$ cat config.mk
export PLATFORM = sky130hd
export DESIGN_NAME = uart_tx_peripheral
export DESIGN_NICKNAME = d
export VERILOG_FILES = /design/src/rtl/uart_tx_peripheral.sv
export SDC_FILE = /design/constraint.sdc
export NUM_CORES = 1
export LEC_CHECK = 0
export ABC_AREA = 1
export BUFFER_PORTS_ARGS = -buffer_cell sky130_fd_sc_hd__buf_2
export CAP_MARGIN = 30
export CORE_MARGIN = 1
export CORE_UTILIZATION = 24
export DETAILED_ROUTE_END_ITERATION = 7
export SETUP_SLACK_MARGIN = 0.5
export SYNTH_ARGS = -nofsm -noshare
export SYNTH_HDL_FRONTEND = slang
export SYNTH_SLANG_ARGS = --single-unit
$ cat constraint.sdc
create_clock -name clk -period 4.1 [get_ports clk]
set_input_delay 0.82 -clock clk [delete_from_list [all_inputs] [get_ports clk]]
set_output_delay 0.82 -clock clk [all_outputs]
set_load 0.03 [all_outputs]
$ cat src/rtl/uart_tx_peripheral.sv
`default_nettype none
// ============================================================================
// Module      : uart_tx_peripheral
// Description : Memory-mapped 8N1 UART transmitter with a TX FIFO. The CPU
//               pushes bytes through the decoder slot. A three-process FSM
//               pops them and shifts them out LSB first on tx.
//               Optional drained-interrupt: define UART_TX_IRQ_EN.
// Revision    : 1.0 - initial release
// ============================================================================
module uart_tx_peripheral #(
    parameter int          DATA_WIDTH   = 32,
    parameter int          FIFO_DEPTH   = 8,
    parameter int          DEFAULT_DIV  = 87,
    parameter logic [3:0]  TX_DATA_ADDR = 4'h0,
    parameter logic [3:0]  TX_STAT_ADDR = 4'h1,
    parameter logic [3:0]  TX_DIV_ADDR  = 4'h2,
    parameter logic [3:0]  TX_IRQ_ADDR  = 4'h3
) (
    input  logic                  clk,
    input  logic                  rst,
    input  logic [DATA_WIDTH-1:0] data_in,
    output logic [DATA_WIDTH-1:0] data_out,
    input  logic [3:0]            address,
    input  logic                  rw,
    input  logic                  ce,
    output logic                  irq,
    output logic                  tx
);

    localparam int                 c_PTR_W       = $clog2(FIFO_DEPTH);
    localparam int                 c_CNT_W       = c_PTR_W + 1;
    localparam logic [c_PTR_W-1:0] c_PTR_ONE     = c_PTR_W'(1);
    localparam logic [c_CNT_W-1:0] c_CNT_ONE     = c_CNT_W'(1);
    localparam logic [c_CNT_W-1:0] c_FULL_CNT    = c_CNT_W'(FIFO_DEPTH);
    localparam logic [15:0]        c_DEFAULT_DIV = 16'(DEFAULT_DIV);

    localparam logic [1:0] c_IDLE  = 2'd0;
    localparam logic [1:0] c_START = 2'd1;
    localparam logic [1:0] c_DATA  = 2'd2;
    localparam logic [1:0] c_STOP  = 2'd3;

    // FIFO storage and bookkeeping
    logic [7:0]          r_mem [FIFO_DEPTH];
    logic [c_PTR_W-1:0]  r_wr_ptr;
    logic [c_PTR_W-1:0]  r_rd_ptr;
    logic [c_CNT_W-1:0]  r_count;
    logic                r_overflow;

    // Configuration and serialiser state
    logic [15:0]         r_div;
    logic [15:0]         r_frame_div;
    logic [15:0]         r_timer;
    logic [2:0]          r_bit_idx;
    logic [7:0]          r_shift;
    logic [1:0]          r_state;
    logic [1:0]          w_state_next;
    logic                r_tx;

    logic                w_wr_en;
    logic                w_push_req;
    logic                w_push;
    logic                w_pop;
    logic                w_full;
    logic                w_empty;
    logic                w_busy;
    logic                w_bit_done;
    logic                w_tx_bit;
    logic [15:0]         w_div_wr_val;
    logic [DATA_WIDTH-1:0] w_status;
    logic                w_unused;

    assign w_wr_en      = ce & rw;
    assign w_push_req   = w_wr_en && (address == TX_DATA_ADDR);
    // Full is judged on the pre-pop count, so a push while full is lost
    // even if the serialiser pops in the same cycle.
    assign w_full       = (r_count == c_FULL_CNT);
    assign w_empty      = (r_count == '0);
    assign w_push       = w_push_req & ~w_full;
    assign w_bit_done   = (r_timer == (r_frame_div - 16'd1));
    assign w_div_wr_val = (data_in[15:0] < 16'd2) ? 16'd2 : data_in[15:0];
    assign w_unused     = &{1'b0, data_in[DATA_WIDTH-1:16]};
    assign tx           = r_tx;

    // FIFO payload write (storage needs no reset; pointers define validity)
    always_ff @(posedge clk) begin
        if (w_push) begin
            r_mem[r_wr_ptr] <= data_in[7:0];
        end
    end

    // FIFO pointers, occupancy and sticky overflow flag
    always_ff @(posedge clk) begin
        if (rst) begin
            r_wr_ptr   <= '0;
            r_rd_ptr   <= '0;
            r_count    <= '0;
            r_overflow <= 1'b0;
        end else begin
            if (w_push) begin
                r_wr_ptr <= r_wr_ptr + c_PTR_ONE;
            end
            if (w_pop) begin
                r_rd_ptr <= r_rd_ptr + c_PTR_ONE;
            end
            case ({w_push, w_pop})
                2'b10:   r_count <= r_count + c_CNT_ONE;
                2'b01:   r_count <= r_count - c_CNT_ONE;
                default: r_count <= r_count;
            endcase
            if (w_push_req && w_full) begin
                r_overflow <= 1'b1;
            end else if (w_wr_en && (address == TX_STAT_ADDR) && data_in[3]) begin
                r_overflow <= 1'b0;
            end
        end
    end

    // Baud divisor register; tiny values are clamped so a bit lasts >= 2 cycles
    always_ff @(posedge clk) begin
        if (rst) begin
            r_div <= c_DEFAULT_DIV;
        end else if (w_wr_en && (address == TX_DIV_ADDR)) begin
            r_div <= w_div_wr_val;
        end
    end

    // FSM state register
    always_ff @(posedge clk) begin
        if (rst) begin
            r_state <= c_IDLE;
        end else begin
            r_state <= w_state_next;
        end
    end

    // FSM next-state logic
    always_comb begin
        w_state_next = r_state;
        case (r_state)
            c_IDLE:  if (!w_empty) w_state_next = c_START;
            c_START: if (w_bit_done) w_state_next = c_DATA;
            c_DATA:  if (w_bit_done && (r_bit_idx == 3'd7)) w_state_next = c_STOP;
            c_STOP:  if (w_bit_done) w_state_next = w_empty ? c_IDLE : c_START;
            default: w_state_next = c_IDLE;
        endcase
    end

    // FSM outputs: line level, FIFO pop strobe, busy flag
    always_comb begin
        w_tx_bit = 1'b1;
        w_pop    = 1'b0;
        w_busy   = (r_state != c_IDLE);
        case (r_state)
            c_IDLE:  w_pop = ~w_empty;
            c_START: w_tx_bit = 1'b0;
            c_DATA:  w_tx_bit = r_shift[0];
            c_STOP:  w_pop = w_bit_done & ~w_empty;
            default: w_tx_bit = 1'b1;
        endcase
    end

    // Bit timer and shifter; divisor is captured at each pop so a frame in
    // flight keeps its original bit time
    always_ff @(posedge clk) begin
        if (rst) begin
            r_timer     <= '0;
            r_bit_idx   <= '0;
            r_shift     <= 8'hFF;
            r_frame_div <= c_DEFAULT_DIV;
        end else if (w_pop) begin
            r_shift     <= r_mem[r_rd_ptr];
            r_frame_div <= r_div;
            r_timer     <= '0;
            r_bit_idx   <= '0;
        end else if (r_state != c_IDLE) begin
            if (w_bit_done) begin
                r_timer <= '0;
                if (r_state == c_DATA) begin
                    r_shift   <= {1'b1, r_shift[7:1]};
                    r_bit_idx <= r_bit_idx + 3'd1;
                end
            end else begin
                r_timer <= r_timer + 16'd1;
            end
        end
    end

    // Registered serial line, idle high
    always_ff @(posedge clk) begin
        if (rst) begin
            r_tx <= 1'b1;
        end else begin
            r_tx <= w_tx_bit;
        end
    end

    // Status word assembly
    always_comb begin
        w_status                = '0;
        w_status[0]             = w_empty;
        w_status[1]             = w_full;
        w_status[2]             = w_busy;
        w_status[3]             = r_overflow;
        w_status[8 +: c_CNT_W]  = r_count;
    end

`ifdef UART_TX_IRQ_EN
    logic r_irq_en;
    logic r_irq;

    // Drained interrupt: level high while enabled and nothing left to send
    always_ff @(posedge clk) begin
        if (rst) begin
            r_irq_en <= 1'b0;
            r_irq    <= 1'b0;
        end else begin
            if (w_wr_en && (address == TX_IRQ_ADDR)) begin
                r_irq_en <= data_in[0];
            end
            r_irq <= r_irq_en & w_empty & ~w_busy;
        end
    end

    assign irq = r_irq;
`else
    assign irq = 1'b0;
`endif

    // Combinational CPU read mux; zero when not selected for a read
    always_comb begin
        data_out = '0;
        if (ce && !rw) begin
            case (address)
                TX_STAT_ADDR: data_out = w_status;
                TX_DIV_ADDR:  data_out[15:0] = r_div;
`ifdef UART_TX_IRQ_EN
                TX_IRQ_ADDR:  data_out[0] = r_irq_en;
`else
                TX_IRQ_ADDR:  data_out = '0;
`endif
                default:      data_out = '0;
            endcase
        end
    end

endmodule
`default_nettype wire

* After elaboration in Yosys (flattened, before gate mapping) *
Memories as Yosys holds them, arrays and structs flattened. A register that Yosys moved wholly into a read port is not among the register bits.
Cells that the tools add are included.

storage, ports and cells
  register bits = 73
  bits in writable memories = 64
  input port bits = 40
  output and inout port bits = 34
  word-level logic and storage cells = 83
  memories kept = 1

memory list
  name   depth  width  rd ports  clocked after memory_dff  write ports  line  text
  r_mem  8      8      1         1                         1            43    logic [7:0] r_mem [FIFO_DEPTH];

cells by class
  add/subtract/negate cells = 7
  $lt $le $gt $ge = 1
  equality and inequality tests = 14
  muxes and demuxes = 23
  bitwise operators = 5
  reductions and logical operators = 21

operators with widths
  cell                     count
  $mux W16                 3
  $mux W8                  4
  $pmux W16 S2             1
  $add A16 B1 Y16 const B  1
  $eq A16 B16 Y1           1
  $lt A16 B2 Y1 const B    1
  $sub A16 B1 Y16 const B  1
  $reduce_bool A2 Y1       6
  $add A3 B1 Y3 const B    3
  $logic_not A4 Y1         2
  $mux W2                  4
  $ne A2 B2 Y1 const B     4
  $pmux W2 S4              1
  $pmux W4 S2              1
  $logic_and A1 B1 Y1      7
  $eq A2 B2 Y1 const B     3
  $mux W3                  2
  $reduce_and A3 Y1        2
  $mux W1                  5
  $add A4 B1 Y4 const B    1
  $eq A2 B1 Y1 const B     2
  $eq A4 B1 Y1 const B     1
  $eq A4 B2 Y1 const B     1
  $eq A4 B4 Y1 const B     1
  9 further kinds          13

* Logic depth before layout (Yosys ltp) *
Gate-level depths: netlist of run 1.

  depth after elaboration = 6
  mapped depth = 24
  depth with buffers taken out = 23

* Worst setup path after synthesis of run 1 *
OpenSTA, ideal clock, no wires.

  path type = in2out
  start point = input port address[0]
  end point = output port data_out[0]
  data arrival time = 2153 ps
  data required time = 3280 ps
  path slack = 1127 ps
  stages on the path = 4
  path buffers = 0
  cells stage by stage = inv_1 nor4_1 nand2_1 a21oi_1

on the way
  cells in the longest elaborated chain, start to end = 3
  elaborated cells on any way between the ends = 4
  those cells by class = eq/ne (2); mux (2)

RTL lines
  element                                              line  text
  from (decl)                                          23    input logic [3:0] address,
  $eq A4 B2 Y1 / $eq A4 B1 Y1 (equally long branches)  233   case (address)
  $pmux W16 S2 (*)                                     233
  $mux W16 (*)                                         232   if (ce && !rw) begin
  to (decl)                                            22    output logic [DATA_WIDTH-1:0] data_out,

Mark *: on every way between the ends. The rest lies on a longest branch, timed or not.

* Final worst setup path of run 1 *
  start point = register r_frame_div[0]
  end point = register r_count[3]

on the way
  cells in the longest elaborated chain, start to end = 6
  elaborated cells on any way between the ends = 8
  those cells by class = add/sub (1); eq/ne (3); mux (2); bitwise (1); reduce/logical (1)

RTL lines
  element                                                   line  text
  from (decl)                                               51    logic [15:0] r_frame_div;
  from (signal assigned)                                    169   r_frame_div <= c_DEFAULT_DIV;
  from (signal assigned)                                    172   r_frame_div <= r_div;
  $sub A16 B1 Y16 (*)                                       79    assign w_bit_done = (r_timer == (r_frame_div - 16'd1));
  $eq A16 B16 Y1 (*)                                        79
  $and A1 B1 Y1 (*)                                         157   c_STOP: w_pop = w_bit_done & ~w_empty;
  $pmux W1 S2 (*)                                           153   case (r_state)
  $eq A2 B1 Y1 / $eq A2 B2 Y1 (equally long branches)       105   case ({w_push, w_pop})
  $pmux W4 S2 / $reduce_bool A2 Y1 (equally long branches)  -
  to (signal assigned)                                      106   2'b10: r_count <= r_count + c_CNT_ONE;
  to (signal assigned)                                      107   2'b01: r_count <= r_count - c_CNT_ONE;
  to (signal assigned)                                      108   default: r_count <= r_count;
  to (decl)                                                 46    logic [c_CNT_W-1:0] r_count;

Marked as above.
A chain may end at the register's enable or synchronous reset.

==> metrics.txt, run 1 <==
layout net count=871; upper clock frequency limit=~320 MHz; Starting Density=24.65%; fraction of layout cells with a size suffix above 1=12.38%; IO buf count=40; total CTS buffers=17; flop and latch count out of synthesis=140; # rows=60; RD Place Congestion=around 0.78; number of design rule violations left after detail routing=0; average size of a mapped cell=8.599 sq um; maximum number of buffers from clock root to sink=2; Worst-Skew Late Latency=roughly 420 ps; setup-violating endpoint count in the final report=0; total die area=0.02851 sq mm; final wirelength=~15000 microns; average detailed-routed wire length per instance=about 13 microns; slack of the critical path=approximately 950 ps; CP Max Fanout=32; Post-Syn Instances=about 780; final worst clock skew=about 13 ps; number of fill cells=between 2000 and 3000; Rel. slew slack=roughly 48%; buffer type at the clock tree root=sky130_fd_sc_hd__clkbuf_16; power density normalized to cell area=between 500 and 600 mW/mm^2; mean number of vias per cell=4.284; vias in the first global route=just under 5000; die height=about 170 microns; maximum number of pins on one net before global-route repair=33; crit path launch type=flop; ant diodes=0; global routing usage summed across all routing layers=approximately 11%; worst endpoint required time=about 4400 ps; total congestion overflow after global routing=0; total negative slack=0 ps; slew at the pin closest to its max-slew limit=around 800 ps; commonest non-fill, non-tap cell in the layout=sky130_fd_sc_hd__nand2_1; clock sink count=140; commonest cells after routing, fill and taps aside=sky130_fd_sc_hd__nand2_1 (158), sky130_fd_sc_hd__nor2_1 (115), sky130_fd_sc_hd__dfxtp_1 (76); synthesis-to-layout area growth=16.48%; total half-perimeter wirelength after legalization and detailed placement=around 11000 microns; netlist area before placement=0.006681 sq mm; Max IR drop VDD=~250 uV; width of the die=roughly 170 microns; leakage power of the design=3.049 nW; first-pass detailed-route iteration total=5; first-pass GRT wire length=25120 microns; antenna violations before repair=0; RSZ-0062 raised after global routing=false; antenna violation net count after detailed routing=0; routed via count=approximately 5200; TritonCTS clock tree=yes; CTS clock-pin slew for the worst setup and hold paths=about 60 ps; number of H-tree levels=4; worst slack at placement=between 800 and 900 ps; part of the Yosys area used for sequential elements=between 50% and 60%; result of the run=completed; critical path start-end classification=flop to flop; final worst path period share=roughly 77%; critical path endpoint category=flop; number of max-cap violations=0; DRT iter0 DRCs=between 300 and 400; crit path time final=between 3000 and 4000 ps; number of warnings reported in the yosys synthesis log=0; classification of the worst-slack hold path=flop to flop; Worst Path Arrival=about 3500 ps; placeable core area=approximately 0.027 sq mm; final max-slew violation count=0; number of primary I/O pins=74; Final Hold Viols=0; Yosys cell types=between 40 and 50
[logic make-up (layout without fill, tap and decap cells)]
kind of cell | count (synthesis) | count (layout) | share of synthesized area [%]
buffers and inverters | 102 | 141 | 7.172
and+or+nand+nor | 354 | 354 | 23.16
adders and majority gates | 12 | 12 | 2.247
AOI/OAI and AO/OA | 136 | 136 | 11.50
other | 1 | 17 | 0.05613
muxes | 7 | 7 | 1.049
xor gates and xnor gates | 25 | 25 | 3.277
DFF | 140 | 140 | 51.54
[sequential cells by signal, summed over array words and instances (netlist names), named ones only]
signal,cells
r_state,2
r_timer,16
r_count,4
r_mem,64
r_wr_ptr,3
tx,1
r_rd_ptr,3
r_bit_idx,3
r_shift,8
r_overflow,1
r_frame_div,16
r_div,16
[per-layer routing]
metal	GRT usage (%)	up-vias	share of wire [%]
met2	18.22	103	47
met5	0	-	0
li1	-	2669	-
met4	5.138	0	1.6
met1	14.47	2369	48
met3	2.151	17	3.0
[critical path, stage by stage, from the launching register on]
cell and delay [ps]:
sky130_fd_sc_hd__dfxtp_1 300, sky130_fd_sc_hd__inv_1 120, sky130_fd_sc_hd__ha_1 250, sky130_fd_sc_hd__nand2_4 120, sky130_fd_sc_hd__nor2_8 150, sky130_fd_sc_hd__nand2_1 60, sky130_fd_sc_hd__nand2_1 60, sky130_fd_sc_hd__nand2_1 50
sky130_fd_sc_hd__nor2_1 100, sky130_fd_sc_hd__nand3_1 100, sky130_fd_sc_hd__nor2_2 130, sky130_fd_sc_hd__nand3_2 110, sky130_fd_sc_hd__nand2_4 110, sky130_fd_sc_hd__nand2_4 210, sky130_fd_sc_hd__clkinv_8 230, sky130_fd_sc_hd__ha_1 260
sky130_fd_sc_hd__xor2_1 260, sky130_fd_sc_hd__nand3_1 110, sky130_fd_sc_hd__nand2_1 70, sky130_fd_sc_hd__nand3_1 90, sky130_fd_sc_hd__nor2_1 110, sky130_fd_sc_hd__nor2_1 50
[cell usage after synthesis (all sizes together)]
cell type  instances  area [sq um]
xnor2              5         43.79
edfxtp            64          1922
conb               1         3.750
clkinv             2         12.51
o21a               2         15.01
o21ai             64         324.1
and2               1         6.260
o221ai             7         61.31
nand4              7         43.79
nor3b              6         45.04
o22ai              3         18.77
a21oi             45         225.2
ha                12         150.1
buf               24         181.4
a32oi              7         61.31
clkbuf            20         75.07
inv               56         210.2
o21bai             1         7.510
nand2            165         651.9
mux2i              7         70.07
nand3b             3         22.52
a211oi             2         15.01
o211ai             4         30.03
xor2              20         175.2
nor2             126         524.3
nor3              10         60.06
nor4               6         37.54
or2                1         6.260
dfxtp             76          1521
a32o               1         10.01
nand3             29         150.1
[timing repair]
action | 4_1_cts | 5_1_grt
hold buffers | 0 | 0
setup endpoints to repair | 0 | 2
resized for setup | 0 | 2
buffers inserted | 0 | 0
[stage by stage]
step | hold slack [ps] | util (%) | cells | instance area, sq um | total power, mW
after floorplan | 430.6 | - | 793 | 6741 | 2.793
after global placement | 452.5 | 26.66 | 1171 | 7226 | 3.039
after detailed placement | 450.0 | 26.72 | 1172 | 7241 | 3.071
after CTS | 461.4 | 28.69 | 1204 | 7775 | 4.477
after global routing | 485.2 | 28.72 | 1204 | 7782 | 4.760
final | 456.3 | 28.72 | 1204 | 7782 | 4.450
[final cells by class]
cell class,count,area [sq um],area share [%]
clock buffer,20,436.7,5.611
sequential,140,3443,44.24
tap,372,465.4,5.981
timing repair buffer,51,290.3,3.730
multi-input combinational,551,2819,36.22
clock inverter,12,97.59,1.254
inverter,58,230.2,2.958
[power breakdown]
group | switching [mW] | total, mW | leakage [nW] | internal [mW]
Sequential | 0.145 | 1.74 | 1.19 | 1.60
Combinational | 0.867 | 1.31 | 1.60 | 0.444
Clock | 0.572 | 1.40 | 0.257 | 0.826
Total | 1.58 | 4.45 | 3.05 | 2.87
[worst paths after layout]
check,from,endpoint,slack (ps),depth (start not counted)
max,r_frame_div[0]$_SDFFE_PP1P_,r_count[3]$_SDFFE_PP0P_,950,21
min,r_shift[2]$_SDFFE_PP1P_,r_shift[2]$_SDFFE_PP1P_,460,2
max reg2reg,r_frame_div[0]$_SDFFE_PP1P_,r_count[3]$_SDFFE_PP0P_,950,21
min reg2reg,r_shift[2]$_SDFFE_PP1P_,r_shift[2]$_SDFFE_PP1P_,460,2
No activity file was read; power rests on OpenSTA's default activity.
==> inputs of run 2 (changes only) <==
==> constraint.sdc (replaced) <==
create_clock -name clk -period 3.1 [get_ports clk]
set_input_delay 0.62 -clock clk [delete_from_list [all_inputs] [get_ports clk]]
set_output_delay 0.62 -clock clk [all_outputs]
set_load 0.03 [all_outputs]
==> metrics.txt, run 2 (synthesized netlist as in run 1, its figures left out) <==
critical path start-end classification=flop to flop; number of H-tree levels=4; crit path launch type=flop; ant diodes=0; number of max-cap violations=0; slew at the pin closest to its max-slew limit=approximately 800 ps; final worst clock skew=between 9 and 10 ps; DRT iter0 DRCs=about 240; RD Place Congestion=between 0.7 and 0.8; reported net switching power=~2.2 mW; Int Power=roughly 4.0 mW; width of the die=168.9 microns; total congestion overflow after global routing=0; combinational share of power=a little under a third; total half-perimeter wirelength after legalization and detailed placement=~11000 microns; clock sink count=140; total negative slack=0 ps; number of placed instances, taps included=approximately 1200; Max IR drop VDD=478.6 uV; RSZ-0062 raised after global routing=true; IO buf count=40; final worst path period share=between 80% and 90%; Clock Power Share=a little under a third; # rows=60; first-pass detailed-route iteration total=4; global routing usage summed across all routing layers=between 10% and 20%; routed via count=between 5000 and 6000; number of fill cells=roughly 2800; final max-slew violation count=0; part of the power in registers=around 38%; maximum number of buffers from clock root to sink=2; layout net count=around 890; Worst Path Arrival=~2900 ps; number of primary I/O pins=74; first-pass GRT wire length=between 20000 and 25000 microns; upper clock frequency limit=390.3 MHz; leakage power of the design=roughly 3.2 nW; Largest register FFs=64; buffer type at the clock tree root=sky130_fd_sc_hd__clkbuf_16; total die area=between 0.02 and 0.03 sq mm; Starting Density=roughly 25%; antenna violation net count after detailed routing=0; power density normalized to cell area=about 770 mW/mm^2; average detailed-routed wire length per instance=about 13 microns; fraction of layout cells with a size suffix above 1=18.82%; commonest cells after routing, fill and taps aside=sky130_fd_sc_hd__nand2_1 (153), sky130_fd_sc_hd__nor2_1 (103), sky130_fd_sc_hd__dfxtp_1 (68); commonest non-fill, non-tap cell in the layout=sky130_fd_sc_hd__nand2_1; CP Max Fanout=3; mean number of vias per cell=between 4 and 5; critical path endpoint category=flop; setup-violating endpoint count in the final report=0; Rel. slew slack=between 40% and 50%; synthesis-to-layout area growth=21.10%; die height=168.9 microns; CTS clock-pin slew for the worst setup and hold paths=60 ps; antenna violations before repair=0; number of design rule violations left after detail routing=0; crit path time final=around 2600 ps; Worst-Skew Late Latency=430 ps; vias in the first global route=between 4000 and 5000; register name with the most flops=r_mem; Final Hold Viols=0; result of the run=completed; worst endpoint required time=~3400 ps; final wirelength=approximately 15000 microns; maximum number of pins on one net before global-route repair=40; classification of the worst-slack hold path=primary input to flop; total CTS buffers=17; TritonCTS clock tree=yes; sw frac=between 30% and 40%; placeable core area=~0.027 sq mm; setup slack, reg-to-reg=between 500 and 600 ps; Final Instance Count excl. Fillers=approximately 1200
## run 2: final timing paths
| kind | startpoint | to | cells after the start |
|---|---|---|---|
| setup / recovery | r_frame_div[1]$_SDFFE_PP1P_ | r_count[2]$_SDFFE_PP0P_ | 19 |
| hold / removal | data_in[12] | r_div[12]$_SDFFE_PP0P_ | 3 |
| setup reg to reg | r_frame_div[1]$_SDFFE_PP1P_ | r_count[2]$_SDFFE_PP0P_ | 19 |
| hold reg to reg | r_shift[3]$_SDFFE_PP1P_ | r_shift[3]$_SDFFE_PP1P_ | 2 |
## run 2: layer usage
layer	routed length, microns	track usage, %	vias to the layer above	share of wire, %
met5	0	0	-	0
met4	296	4.743	0	1.9
met3	516	1.917	18	3.4
met2	7277	18.02	95	47
met1	7291	14.21	2449	47
li1	-	-	2691	-
## run 2: power groups by stage
stage / clock network [mW] / registers, mW / logic, mW
3_5_place_dp: 0 / 2.34 / 1.76
2_1_floorplan: 0 / 2.27 / 1.43
6_report: 1.88 / 2.35 / 1.97
4_1_cts: 1.92 / 2.31 / 1.81
5_1_grt: 2.00 / 2.38 / 2.22
3_3_place_gp: 0 / 2.34 / 1.74
## run 2: worst max-delay path, stage by stage (launching register included)
cell	delay (ps)
sky130_fd_sc_hd__dfxtp_2	360
sky130_fd_sc_hd__inv_2	60
sky130_fd_sc_hd__ha_4	170
sky130_fd_sc_hd__buf_4	130
sky130_fd_sc_hd__xnor2_1	160
sky130_fd_sc_hd__xor2_1	160
sky130_fd_sc_hd__nand3_1	110
sky130_fd_sc_hd__nor2_2	160
sky130_fd_sc_hd__nand3_2	110
sky130_fd_sc_hd__nand2_4	100
sky130_fd_sc_hd__nand2_4	60
sky130_fd_sc_hd__clkinv_4	70
sky130_fd_sc_hd__ha_4	160
sky130_fd_sc_hd__xor2_2	160
sky130_fd_sc_hd__ha_2	190
sky130_fd_sc_hd__inv_2	40
sky130_fd_sc_hd__nand3_1	90
sky130_fd_sc_hd__nand2_1	60
sky130_fd_sc_hd__nor2_1	80
sky130_fd_sc_hd__nor2_1	40
## run 2: timing repair
item                       4_1_cts  5_1_grt
resized for setup                9       47
setup endpoints to repair        9       37
pin swaps                        4        9
cloned                           0        0
setup buffers                    2        6
hold buffers                     0        0
## run 2: cell type report
class / instances / area [sq um] / share of cell area, %
Clock buffer: 18 / 429.2 / 5.304
Sequential cell: 140 / 3453 / 42.68
Multi-Input combinational cell: 551 / 3009 / 37.19
Inverter: 58 / 226.5 / 2.799
Clock inverter: 13 / 117.6 / 1.454
Timing Repair Buffer: 65 / 390.4 / 4.824
Tap cell: 372 / 465.4 / 5.752
## run 2: per-stage QoR
stage | utilization [%] | power, mW | area, sq um | hold slack, ps | worst slack, ps
floorplan | - | 3.707 | 6756 | 430.6 | 501.4
global placement | 26.91 | 4.072 | 7293 | 451.8 | 468.6
detailed placement | 26.91 | 4.102 | 7293 | 454.2 | 424.5
CTS | 29.07 | 6.034 | 7879 | 429.8 | 511.9
global route | 29.86 | 6.600 | 8092 | 460.7 | 358.0
finish | 29.86 | 6.205 | 8092 | 439.5 | 537.8
